<file path="src/rtl/adder_multicycle_pkg.sv">
// rtl/adder_multicycle_pkg.sv - shared state encodings, mode constants and sizing helper
package adder_multicycle_pkg;

    typedef enum logic [1:0] {
        ST_IDLE = 2'd0,
        ST_RUN  = 2'd1,
        ST_DONE = 2'd2
    } state_e;

    localparam logic MODE_ADD = 1'b0;
    localparam logic MODE_SUB = 1'b1;

    // A single-chunk configuration still needs a 1-bit index register.
    function automatic int idx_width(input int n);
        return (n > 1) ? $clog2(n) : 1;
    endfunction

endpackage

</file>
<file path="src/rtl/adder_full.sv">
// rtl/adder_full.sv - one-bit full adder cell
module adder_full (
    input  logic a,
    input  logic b,
    input  logic carry_in,
    output logic sum,
    output logic carry_out
);

    assign sum       = a ^ b ^ carry_in;
    assign carry_out = (a & b) | (carry_in & (a ^ b));

endmodule

</file>
<file path="src/rtl/adder_multicycle_chunk.sv">
// rtl/adder_multicycle_chunk.sv - combinational CHUNK-bit ripple adder built from adder_full cells
module adder_chunk #(
    parameter int CHUNK = 8
) (
    input  logic [CHUNK-1:0] a,
    input  logic [CHUNK-1:0] b,
    input  logic             carry_in,
    output logic [CHUNK-1:0] out,
    output logic             carry_out,
    output logic             msb_carry_in
);

    logic [CHUNK:0] carry;

    assign carry[0] = carry_in;

    for (genvar i = 0; i < CHUNK; i++) begin : g_bit
        adder_full u_fa (
            .a         (a[i]),
            .b         (b[i]),
            .carry_in  (carry[i]),
            .sum       (out[i]),
            .carry_out (carry[i+1])
        );
    end

    // The carry entering the top bit is needed by the caller for signed overflow.
    assign carry_out    = carry[CHUNK];
    assign msb_carry_in = carry[CHUNK-1];

endmodule

</file>
<file path="src/rtl/adder_multicycle.sv">
// rtl/adder_multicycle.sv - add/subtract WIDTH-bit operands one CHUNK per cycle with start/busy/done
module adder_multicycle
    import adder_multicycle_pkg::*;
#(
    parameter int WIDTH = 32,
    parameter int CHUNK = 8
) (
    input  logic             clk,
    input  logic             reset,
    input  logic             start,
    input  logic             sub,
    input  logic [WIDTH-1:0] a,
    input  logic [WIDTH-1:0] b,
    input  logic             carry_in,
    output logic             busy,
    output logic             done,
    output logic [WIDTH-1:0] out,
    output logic             carry_out,
    output logic             overflow
);

    localparam int N    = WIDTH / CHUNK;
    localparam int IDXW = idx_width(N);
    localparam logic [IDXW-1:0] LAST_IDX = IDXW'(N - 1);

    state_e            state_q;
    logic [WIDTH-1:0]  a_q;
    logic [WIDTH-1:0]  b_q;
    logic [WIDTH-1:0]  out_q;
    logic              carry_q;
    logic [IDXW-1:0]   idx_q;
    logic              busy_q;
    logic              done_q;
    logic              cout_q;
    logic              ovf_q;

    logic [CHUNK-1:0]  a_chunk;
    logic [CHUNK-1:0]  b_chunk;
    logic [CHUNK-1:0]  sum_chunk;
    logic              chunk_cout;
    logic              chunk_msb_cin;
    logic              last_chunk;
    logic [WIDTH-1:0]  b_eff;

    // Select the operand slice for the current chunk index.
    always_comb begin
        a_chunk = '0;
        b_chunk = '0;
        for (int k = 0; k < N; k++) begin
            if (idx_q == IDXW'(k)) begin
                a_chunk = a_q[k*CHUNK +: CHUNK];
                b_chunk = b_q[k*CHUNK +: CHUNK];
            end
        end
    end

    assign last_chunk = (idx_q == LAST_IDX);
    assign b_eff      = (sub == MODE_SUB) ? ~b : b;

    adder_chunk #(
        .CHUNK (CHUNK)
    ) u_chunk (
        .a            (a_chunk),
        .b            (b_chunk),
        .carry_in     (carry_q),
        .out          (sum_chunk),
        .carry_out    (chunk_cout),
        .msb_carry_in (chunk_msb_cin)
    );

    always_ff @(posedge clk) begin
        if (reset) begin
            state_q <= ST_IDLE;
            a_q     <= '0;
            b_q     <= '0;
            out_q   <= '0;
            carry_q <= 1'b0;
            idx_q   <= '0;
            busy_q  <= 1'b0;
            done_q  <= 1'b0;
            cout_q  <= 1'b0;
            ovf_q   <= 1'b0;
        end else begin
            case (state_q)
                ST_IDLE, ST_DONE: begin
                    done_q <= 1'b0;
                    if (start) begin
                        a_q     <= a;
                        b_q     <= b_eff;
                        carry_q <= (sub == MODE_SUB) ? 1'b1 : carry_in;
                        idx_q   <= '0;
                        out_q   <= '0;
                        busy_q  <= 1'b1;
                        state_q <= ST_RUN;
                    end else begin
                        state_q <= ST_IDLE;
                    end
                end
                ST_RUN: begin
                    for (int k = 0; k < N; k++) begin
                        if (idx_q == IDXW'(k)) begin
                            out_q[k*CHUNK +: CHUNK] <= sum_chunk;
                        end
                    end
                    carry_q <= chunk_cout;
                    idx_q   <= idx_q + 1'b1;
                    if (last_chunk) begin
                        cout_q  <= chunk_cout;
                        ovf_q   <= chunk_msb_cin ^ chunk_cout;
                        busy_q  <= 1'b0;
                        done_q  <= 1'b1;
                        state_q <= ST_DONE;
                    end
                end
                default: begin
                    busy_q  <= 1'b0;
                    done_q  <= 1'b0;
                    state_q <= ST_IDLE;
                end
            endcase
        end
    end

    assign busy      = busy_q;
    assign done      = done_q;
    assign out       = out_q;
    assign carry_out = cout_q;
    assign overflow  = ovf_q;

endmodule

</file>
<file path="config.mk">
export PLATFORM = sky130hd
export DESIGN_NAME = adder_multicycle
export DESIGN_NICKNAME = d
export VERILOG_FILES = /design/src/rtl/adder_multicycle_pkg.sv /design/src/rtl/adder_full.sv /design/src/rtl/adder_multicycle_chunk.sv /design/src/rtl/adder_multicycle.sv
export SDC_FILE = /design/constraint.sdc
export NUM_CORES = 1
export LEC_CHECK = 0
export CORE_ASPECT_RATIO = 1.5
export CORE_MARGIN = 2
export CORE_UTILIZATION = 55
export DETAILED_ROUTE_END_ITERATION = 6
export PLACE_DENSITY_LB_ADDON = 0.08
export SETUP_SLACK_MARGIN = 0.05
export SYNTH_ARGS = -nofsm -noshare
export SYNTH_HDL_FRONTEND = slang
export SYNTH_SLANG_ARGS = --single-unit
</file>
<file path="constraint.sdc">
create_clock -name clk -period 15.2 [get_ports clk]
set_clock_uncertainty 0.2 [all_clocks]
set_input_delay 3.04 -clock clk [delete_from_list [all_inputs] [get_ports clk]]
set_output_delay 3.04 -clock clk [all_outputs]
set_load 0.01 [all_outputs]
</file>
==> flow_summary_export.csv, run 1 <==
group,metric,value,unit
status,status,"finished, final reports clean",
sta,clock.fmax,0.181,GHz
cts,insertion_delay,350,ps
route,wl_per_cell,15.4,µm
synthesis,ys_types,35,
finish,layout_common_cells,"nand2_1, dfxtp_1, clkdlybuf4s50_1",
route,drc,0,
setup_path,start_kind,"flip-flop",
finish,n_antenna_cell,0,
synthesis,synth_seq_cells,105,
cts,ctsResizeCount,0,
finish,nNetsFinal,732,
setup_path,r2r-start,"idx_q[0]",
route,vias_per_cell,5.41,
min_path,hold_path_depth,2,
global_routing,grt_pass1_wl,18800,µm
run,max_cap_violations,0,
floorplanning,fp.coreArea,0.00878,mm²
setup_path,worstPathMaxFanout,19,
global_routing,grt_use_met2,0.449,
power_and_ir_drop,ir_drop,0.0671,mV
setup_path,r2r_slack,9680,ps
cts,cts_buffer_depth,2,
synthesis,syn-num-nets,665,
cts,clkSinkCount,105,
sta,max_slew_margin,0.280,
finish,drive_above_1_share,0.0534,
synthesis,ys_warn_count,0,
place,gp_congestion,0.801,
synthesis,seq_area_frac_synth,0.427,
synthesis,synthCells,584,
cts,cts-buffers-inserted,9,
cts,post_cts_buffers,0,
floorplanning,io_pins,105,
global_routing,grt_overflow_total,0,
floorplanning,start_util,0.561,
sta,hold_viol,0,
route,via_count,4144,
sta,worst_hold_slack,256,ps
floorplanning,die_w,81.3,µm
global_routing,grt_pass1_vias,3985,
finish,syn_to_final_growth,24.1,%
setup_path,r2r_cells,18,
min_path,worstHoldPathType,"reg2reg",
floorplanning,die_y,120,µm
setup_path,r2r-end,"overflow",
route,drt_iter0_markers,269,
route,routed_wirelength,11800,µm
synthesis,avgSynthCellArea,8.44,µm²
cts,path_clk_slew,70,ps
sta,worst_slew_pin_slew,1080,ps
sta,post-route-period-util,0.363,
place,hpwl,8260,µm
setup_path,cp.required,15270,ps
synthesis,ys_top_cells_by_area,"dfxtp_1, nand2_1, a21oi_1",
synthesis,synth_top_area_share,0.427,
sta,period_needed,5520,ps
min_path,hold_path_end,"a_q[14]",
synthesis,synth_top_cell_by_area,"dfxtp_1",
global_routing,use_met1,0.293,
floorplanning,row_count,42,
cts,cts_tree,"built",
global_routing,grt_start_max_net_pins,110,
sta,drv_slew,0,
sta,final-setup-viol-count,0,
global_routing,antenna_found_initial,0,
route,dr.pass1.iters,4,
place,port_buffers,104,
cts,cts_root_buf,"clkbuf_16",
setup_path,cp-end-kind,"flip-flop",
floorplanning,die_area,0.00975,mm²
min_path,min-delay-start,"a_q[14]",
global_routing,track_usage,0.251,
cts,htree_levels,3,
global_routing,use_met3,0.0308,
global_routing,grt-busiest-layer,"met2",
sta,rsz0062_at_grt,"no",
setup_path,critical_path_class,"reg2reg",
setup_path,cp.arrival,5590,ps
power_and_ir_drop,power_leakage,2.17,nW
synthesis,synth_area,0.00493,mm²
power_and_ir_drop,p_per_area,104,mW/mm²
cts,hold_buffers,0,
sta,setup_tns,0,ps
route,ant_nets,0,
==> area by class of cell <==
class	count	area, µm²
clock inverter	6	42.5
fill	737	2660
clock buffer	10	229
tap	110	138
multi-input combinational	409	2470
sequential	105	2100
inverter	17	63.8
timing repair buffer	109	1070
==> kinds of logic (layout without fill, tap and decap cells) <==
family          Yosys count  after routing  synth area share
simple gates            221            221             0.212
fa+ha+maj                12             12            0.0427
mux                       1              1           0.00203
buf+inv                  70            142            0.0731
xor+xnor                 33             33            0.0587
flops                   105            105             0.427
compound gates          142            142             0.185
==> synth_stat cells (all sizes together) <==
master  number
dfxtp      105
nand2      105
a21oi       62
nor2        48
a211oi      43
buf         39
xnor2       27
nand3       25
o21ai       22
inv         17
and3b       15
clkbuf      14
a221oi      11
nand4b       9
fa           8
nand3b       6
xor2         6
nor2b        5
ha           4
or2          3
nand2b       2
nor3b        2
a22o         1
mux2i        1
nor3         1
o21a         1
o31ai        1
o32ai        1
==> worst max-delay path, cell delays in order (launching register included) <==
cell	delay, ps
dfxtp_1	400
inv_1	80
ha_1	420
or2_1	540
a211oi_1	310
a221oi_1	100
fa_1	440
fa_1	390
fa_1	390
fa_1	390
fa_1	370
inv_1	80
fa_1	200
fa_1	220
inv_1	70
fa_1	420
xnor2_1	180
nand2_1	70
a21oi_1	140
==> flip-flops by register name, summed over array words and instances, names as in the netlist <==
name / flops
a_q: 32
b_q: 32
out: 32
idx_q: 2
state_q: 2
busy: 1
carry_out: 1
carry_q: 1
done: 1
overflow: 1
==> per-layer routing <==
layer / up-vias / wire (µm)
li1: 2113 / -
met1: 1927 / 4780
met2: 88 / 6370
met3: 16 / 399
met4: 0 / 274
met5: - / 0
==> power breakdown <==
part / total, W / switching [W] / internal, W / leakage [nW]
clock network: 0.000217 / 0.000105 / 0.000112 / 0.129
registers: 0.000301 / 0.0000100 / 0.000291 / 0.860
logic: 0.000116 / 0.0000634 / 0.0000529 / 1.18
total: 0.000634 / 0.000178 / 0.000456 / 2.17
==> stage by stage <==
step / power (W) / std cells / util / area, µm² / setup WS (ps)
floorplan: 0.000380 / 584 / - / 4930 / 10310
finish: 0.000634 / 766 / 0.697 / 6120 / 9680
detailed placement: 0.000424 / 750 / 0.666 / 5840 / 9720
global placement: 0.000421 / 750 / 0.666 / 5840 / 9990
CTS: 0.000636 / 766 / 0.697 / 6120 / 9720
global route: 0.000658 / 766 / 0.697 / 6120 / 9380
==> worst max path at each step <==
stage / startpoint / endpoint / cells after the start
6_report: idx_q[0] / overflow / 18
2_1_floorplan: idx_q[0] / overflow / 21
3_3_place_gp: idx_q[0] / overflow / 18
4_1_cts: idx_q[0] / overflow / 18
5_1_grt: idx_q[0] / overflow / 18
3_5_place_dp: idx_q[0] / overflow / 18
No activity file was read; power rests on OpenSTA's default activity.
==> run 2: changes to the inputs <==
Settings changed: CORE_UTILIZATION 55 to 46.
Clock period 15.2 ns to 4.7 ns, I/O delays scaled along.
==> run 2 against run 1 <==
Fmax grew 23%. Sequential power grew to 3.2 times the previous value. Register-to-register slack lost 9500 ps. Sequential share of layout area shrank 0.88 points. Global-route usage shrank 3.1 points. Count of clock-buffer cells in the layout is the same. Critical path depth shrank 1. Final cell count grew 5.6%. First-iteration DRC count shrank 32%. Via count grew 2.4%. Critical endpoint is now out[7]. Largest cell class unchanged. Highest routed layer unchanged.
==> flow_summary_export.csv, run 2 (same netlist as run 1, synthesis figures left out) <==
group,metric,value,unit
min_path,hold_path_depth,2,
global_routing,antenna_found_initial,0,
sta,final-setup-viol-count,0,
finish,area.sequential,0.00211,mm²
finish,final-instance-count-excl-fill,809,
sta,rsz0062_at_grt,"yes",
finish,layout_common_cells,"nand2_1, dfxtp_1, clkdlybuf4s50_1",
finish,nNetsFinal,741,
setup_path,r2r_cells,17,
finish,n_antenna_cell,0,
route,ant_nets,0,
status,status,"finished, final reports clean",
sta,setup_tns,0,ps
route,dr.pass1.iters,4,
floorplanning,die_area,0.0116,mm²
setup_path,r2r_slack,200,ps
min_path,worstHoldPathType,"reg2reg",
place,dp_cells,792,
power_and_ir_drop,power_leakage,2.21,nW
setup_path,r2r-start,"idx_q[0]",
min_path,min-delay-start,"a_q[28]",
sta,period_needed,4500,ps
setup_path,worstPathMaxFanout,5,
global_routing,grt_start_max_net_pins,58,
finish,drive_above_1_share,0.0902,
cts,path_clk_slew,70,ps
finish,final_area,0.00629,mm²
global_routing,use_met1,0.269,
finish,nFillCells,973,
global_routing,grt_pass1_wl,19500,µm
floorplanning,io_pins,105,
power_and_ir_drop,finalPower,0.00208,W
sta,clock.fmax,0.222,GHz
route,vias_per_cell,5.25,
floorplanning,die_y,131,µm
place,place_area,0.00597,mm²
min_path,hold_path_end,"a_q[28]",
run,max_cap_violations,0,
place,gp_congestion,0.855,
sta,max_slew_margin,0.235,
floorplanning,row_count,46,
floorplanning,start_util,0.468,
cts,clkSinkCount,105,
power_and_ir_drop,p_per_area,331,mW/mm²
place,port_buffers,104,
global_routing,grt_use_met2,0.382,
global_routing,grt_pass1_vias,4011,
route,drt_iter0_markers,184,
cts,insertion_delay,350,ps
cts,cts_tree,"built",
finish,layout_commonest_cell,"nand2_1",
setup_path,cp-end-kind,"flip-flop",
cts,cts-buffers-inserted,9,
cts,htree_levels,3,
route,drc,0,
cts,cts_root_buf,"clkbuf_16",
global_routing,grt_overflow_total,0,
finish,syn_to_final_growth,27.7,%
sta,hold_viol,0,
global_routing,use_met3,0.0383,
place,hpwl,9110,µm
sta,worst_slew_pin_slew,1150,ps
global_routing,track_usage,0.220,
setup_path,setup.worst_path.start,"idx_q[0]",
floorplanning,fp.coreArea,0.0105,mm²
finish,multi_input_area,0.00252,mm²
cts,cts_buffer_depth,2,
sta,drv_slew,0,
setup_path,critical_path_class,"reg2reg",
setup_path,r2r-end,"out[7]",
setup_path,cp.required,4790,ps
setup_path,start_kind,"flip-flop",
route,wl_per_cell,15.3,µm
route,via_count,4244,
setup_path,cp.arrival,4590,ps
power_and_ir_drop,ir_drop,0.175,mV
route,routed_wirelength,12400,µm
sta,post-route-period-util,0.957,
floorplanning,die_w,88.5,µm
global_routing,grt-busiest-layer,"met2",
## run 2: cell types whose count changed in the layout (fill, tap and decap cells not counted), moves of 2 or more
cell / previous run / this run
fa_2: 0 / 8
fa_1: 8 / 0
buf_4: 5 / 14
dfxtp_1: 105 / 103
## run 2: worst max path at each step
stage	to	slack, ps	cells after the start
5_1_grt	out[7]	30	17
3_3_place_gp	overflow	180	18
4_1_cts	out[7]	70	17
3_5_place_dp	out[7]	90	17
2_1_floorplan	out[31]	60	20
6_report	out[7]	200	17
## run 2: report_power, final
group / switching [W] / internal [W] / total, W
combinational: 0.000209 / 0.000183 / 0.000392
clock: 0.000334 / 0.000375 / 0.000709
sequential: 0.0000361 / 0.000942 / 0.000978
## run 2: stage by stage
stage          hold slack, ps   util  setup slack [ps]
3_3_place_gp              246  0.567               175
2_1_floorplan             232      -              58.8
3_5_place_dp              250  0.567              86.2
5_1_grt                   274  0.597              30.5
6_report                  259  0.597               200
4_1_cts                   260  0.594              73.0
## run 2: what timing repair did
item / 4_1_cts / 5_1_grt
buffers inserted: 0 / 1
gates resized for setup: 0 / 8
setup endpoints to repair: 0 / 10
hold buffers: 0 / 0
## run 2: area by class of cell
type                    instances  area share
inverters                      17      0.0101
multi-input cells             409       0.401
repair buffers                118       0.181
clock inverters                 6     0.00676
flip-flops and latches        105       0.335
clock buffers                  10      0.0380
well taps                     144      0.0286
## run 2: routing by layer
metal	up-vias	wire, µm
met5	-	0
met4	0	279
met3	18	492
met2	113	6450
met1	1979	5170
li1	2134	-
## run 2: worst max-delay path, stage by stage (launching register included)
cell,delay [ps]
dfxtp_4,370
inv_1,60
ha_1,210
or2_4,260
a211oi_2,170
a221oi_2,70
fa_2,400
fa_2,360
fa_2,350
fa_2,340
fa_2,330
inv_1,80
fa_2,200
fa_2,220
inv_1,70
fa_2,560
nand2_1,80
a21oi_2,120
==> run 3: changes to the inputs <==
Settings changed: CORE_MARGIN 2 to default, GPL_ROUTABILITY_DRIVEN from default to 1.
==> run 3 against run 2 <==
Hold slack barely moved. Global-route usage up 0.38 points. Count of clock-buffer cells in the layout is 1 higher. Sequential cell count unchanged. Via count shrank 0.64%. Register-to-register slack got worse by 97 ps. Critical path depth unchanged. Clock power increased by 3.1%. Final cell count is 0.37% lower. Largest power group unchanged.
==> flow_summary_export.csv, run 3 (same netlist as run 1, synthesis figures left out) <==
group,metric,value,unit
floorplanning,start_util,0.481,
power_and_ir_drop,power_leakage,2.23,nW
finish,final-instance-count-excl-fill,806,
global_routing,antenna_found_initial,0,
status,status,"finished, final reports clean",
finish,n_antenna_cell,0,
cts,path_clk_slew,60,ps
setup_path,cp.arrival,4670,ps
cts,cts-buffers-inserted,9,
cts,cts_buffer_depth,2,
finish,drive_above_1_share,0.102,
finish,layout_common_cells,"nand2_1, dfxtp_1, clkdlybuf4s50_1",
place,port_buffers,104,
global_routing,grt_start_max_net_pins,60,
route,routed_wirelength,12000,µm
sta,period_needed,4600,ps
place,hpwl,8630,µm
floorplanning,row_count,45,
place,dp_cells,789,
route,drc,0,
sta,final-setup-viol-count,0,
sta,hold_viol,0,
global_routing,grt_pass1_wl,19200,µm
floorplanning,io_pins,105,
floorplanning,die_area,0.0111,mm²
power_and_ir_drop,ir_drop,0.202,mV
sta,drv_slew,0,
setup_path,cp.required,4780,ps
cts,insertion_delay,350,ps
route,via_count,4217,
finish,syn_to_final_growth,29.0,%
setup_path,worstPathMaxFanout,5,
cts,cts_root_buf,"clkbuf_16",
cts,htree_levels,3,
cts,clkSinkCount,105,
sta,max_slew_margin,0.417,
setup_path,critical_path_class,"reg2reg",
route,wl_per_cell,14.8,µm
place,gp_congestion,0.860,
route,vias_per_cell,5.23,
finish,nNetsFinal,743,
global_routing,track_usage,0.224,
setup_path,start_kind,"flip-flop",
route,dr.pass1.iters,5,
sta,worst_hold_slack,259,ps
floorplanning,die_y,129,µm
cts,cts_tree,"built",
global_routing,grt_pass1_vias,3922,
finish,layout_commonest_cell,"nand2_1",
global_routing,grt_overflow_total,0,
sta,rsz0062_at_grt,"yes",
power_and_ir_drop,p_per_area,331,mW/mm²
setup_path,cp-end-kind,"flip-flop",
floorplanning,die_w,86.5,µm
sta,worst_slew_pin_slew,875,ps
sta,clock.fmax,0.218,GHz
min_path,worstHoldPathType,"reg2reg",
route,drt_iter0_markers,262,
floorplanning,fp.coreArea,0.0102,mm²
sta,post-route-period-util,0.978,
run,max_cap_violations,0,
route,ant_nets,0,
==> run 3: cell types whose count changed in the layout (fill, tap and decap cells not counted), moves of 2 or more <==
cell     delta
a21oi_1     -2
a21oi_2     +2
ha_1        -3
ha_2        +2
inv_1       -3
inv_2       +2
==> run 3: metrics by stage <==
stage	total power (W)	worst slack (ps)	TNS (ps)	cell area [µm²]	util
4_1_cts	0.00211	58.7	0	6270	0.611
2_1_floorplan	0.00123	58.8	0	4950	-
6_report	0.00210	102	0	6350	0.620
5_1_grt	0.00220	-3.52	-5.57	6350	0.620
3_3_place_gp	0.00138	237	0	5980	0.584
3_5_place_dp	0.00139	74.0	0	5980	0.584
==> run 3: cell type report <==
class,instances,area (µm²)
clock buffers,11,243
clock inverters,3,42.5
fillers,970,3890
inverters,17,66.3
multi-input cells,409,2550
flip-flops and latches,105,2110
well taps,141,176
repair buffers,120,1160
==> run 3: critical path, stage by stage (launching register included) <==
cell	delay [ps]
dfxtp_4	400
inv_4	50
ha_4	160
or2_4	250
a211oi_2	220
a221oi_2	70
fa_2	420
fa_2	380
fa_2	350
fa_2	340
fa_2	340
inv_2	70
fa_2	200
fa_2	220
inv_2	50
fa_2	600
nand2_1	80
a21oi_2	120
==> run 3: layer usage <==
layer / vias up / wire length (µm) / part of all wire / track usage
li1: 2141 / - / - / -
met1: 1961 / 5070 / 0.42 / 0.278
met2: 101 / 6280 / 0.53 / 0.390
met3: 14 / 430 / 0.036 / 0.0391
met4: 0 / 176 / 0.015 / 0.0755
met5: - / 0 / 0 / 0
==> run 3: path summary, 6_finish.rpt <==
path,startpoint,end,slack (ps),depth (start not counted)
setup / recovery,idx_q[0],out[7],100,17
hold / removal,a_q[6],a_q[6],260,2
setup reg to reg,idx_q[0],out[7],100,17
hold reg to reg,a_q[6],a_q[6],260,2
==> run 3: repair_timing <==
item | in CTS | in global routing
buffers inserted | 0 | 3
resized for setup | 0 | 20
setup endpoints to repair | 0 | 10
hold buffers | 0 | 0
==> run 3: where the power goes <==
group / internal [W] / leakage (nW) / total (W) / switching (W)
sequential: 0.000942 / 0.861 / 0.000978 / 0.0000356
combinational: 0.000187 / 1.23 / 0.000397 / 0.000209
clock: 0.000421 / 0.137 / 0.000731 / 0.000310
==> RTL change, RTL diff (config.mk and constraints of run 3) <==
The 3 states of `state_e` get a one-hot encoding in 3 bits.
--- a/src/rtl/adder_multicycle_pkg.sv
+++ b/src/rtl/adder_multicycle_pkg.sv
@@ -2,8 +2,8 @@
 package adder_multicycle_pkg;
 
-    typedef enum logic [1:0] {
-        ST_IDLE = 2'd0,
-        ST_RUN  = 2'd1,
-        ST_DONE = 2'd2
+    typedef enum logic [2:0] {
+        ST_IDLE = 3'b001,
+        ST_RUN  = 3'b010,
+        ST_DONE = 3'b100
     } state_e;
 
Formal check against the unedited RTL: no difference found for any inputs over 4 cycles, from zero or initial values and one cycle with reset high; so few cycles prove little.
==> RTL change against run 3 <==
Worst setup slack better by 18 ps. Via count grew 14%. Sequential power about the same. Wire length grew 17%. Count of clock-buffer cells in the layout rose by 2. Synthesized area is 8.5% higher. Combinational power fell by 11%. Design area increased by 6.1%. Die area grew 8.4%. Sequential cell count up 1. Power grew 2.0%. Clock power increased by 11%. Fmax grew 0.39%. Critical endpoint is now out[31]$_SDFFE_PP0P_. Highest routed layer unchanged.
==> RTL change: results (changes against run 3) <==
** STA
- The final-layout worst hold slack came to 272 ps (was 259 ps).
- The slew of the pin with the lowest slew margin is 1030 ps (was 875 ps).

** Final layout
- Sequential Area :: 0.00213 mm² (was 0.00211 mm²)
- Non-clock buffer share of cell area :: 0.172 (was 0.183)
- The clock buffer count in the final layout was 13 (was 11).
- The proportion of cell area occupied by multi-input gates was 0.424 (was 0.402).
- Clock network area share :: 0.0475 (was 0.0449)
- Non-Clock Inverter Count :: 22 (was 17)
- Number of buffers outside the clock class in the layout :: 121 (was 120)
- Fraction of final layout cells sized beyond drive strength 1 :: 0.0854 (was 0.102)

** Placed design
- Weighted congestion reported at the end of routability-driven placement :: 0.836 (was 0.860)
- The area of placed instances is 0.00635 mm² (was 0.00598 mm²).
- Post-DP HPWL :: 9.52 mm (was 8.63 mm)

** Worst setup path
- Worst-path maximum fanout :: 6 (was 5)
- Flop2flop setup slack :: 120 ps (was 100 ps)
- Last element of the critical path :: out[31]$_SDFFE_PP0P_ (was out[7]$_SDFFE_PP0P_)
- The critical path arrival was 4630 ps (was 4670 ps).

** Status
- Result of the run :: finished, final reports clean (unchanged)

** Logic synthesis
- Top cells by area, synth :: sky130_fd_sc_hd__dfxtp_1 40%, sky130_fd_sc_hd__a21oi_1 9.5%, sky130_fd_sc_hd__nand3_1 6.0% (was sky130_fd_sc_hd__dfxtp_1 43%, sky130_fd_sc_hd__nand2_1 8.0%, sky130_fd_sc_hd__a21oi_1 6.3%)
- The average instance area after synthesis came to 8.53 µm² (was 8.44 µm²).
- Yosys reg bits :: 106 (was 105)
- The sequential area share after synthesis came to 0.397 (was 0.427).

** Routing
- The detailed-router iteration count before antenna repair came to 4 (was 5).
- Metal1 wirelength :: 6.17 mm (was 5.07 mm)
- Routed met3 length :: 473 µm (was 430 µm)
- The number of DRC markers after the initial detailed-route iteration came to 208 (was 262).

** Pwr
- Share of total power in combinational logic :: 0.165 (was 0.188)
- The switching portion of total power is 0.255 (was 0.264).
- The total leakage power came to 2.22 nW (was 2.23 nW).

** Global routing
- The global-route met1 utilization is 0.310 (was 0.278).
- Met2 track demand over resource in global routing :: 0.403 (was 0.390)

** Floorplan
- The overall die width is 90.0 µm (was 86.5 µm).
==> RTL change: cell types whose count changed after synthesis, sizes merged, moves of 11 or more <==
| cell | run 3 | this run |
|---|---|---|
| nand2 | 105 | 21 |
| nor2 | 48 | 3 |
| a21oi | 62 | 102 |
| nand3 | 25 | 64 |
| o21ai | 22 | 49 |
| o211ai | 0 | 26 |
| a31oi | 0 | 16 |
| and3b | 15 | 0 |
| clkbuf | 14 | 29 |
| a22o | 1 | 14 |
| a211oi | 43 | 32 |
| a221oi | 11 | 0 |
| nand3b | 6 | 17 |
==> RTL change: kinds of logic after synthesis <==
group                      share of synthesized area
AOI/OAI and AO/OA                              0.288
xor gates and xnor gates                      0.0622
DFF                                            0.397
adders and majority gates                     0.0393
and+or+nand+nor                                0.131
buffers and inverters                         0.0819
==> RTL change: repair_timing <==
action                                  CTS  global route
pin swaps                                 4             5
endpoints found under the setup margin    4             5
buffers inserted                          3             0
gates resized for setup                  10             9
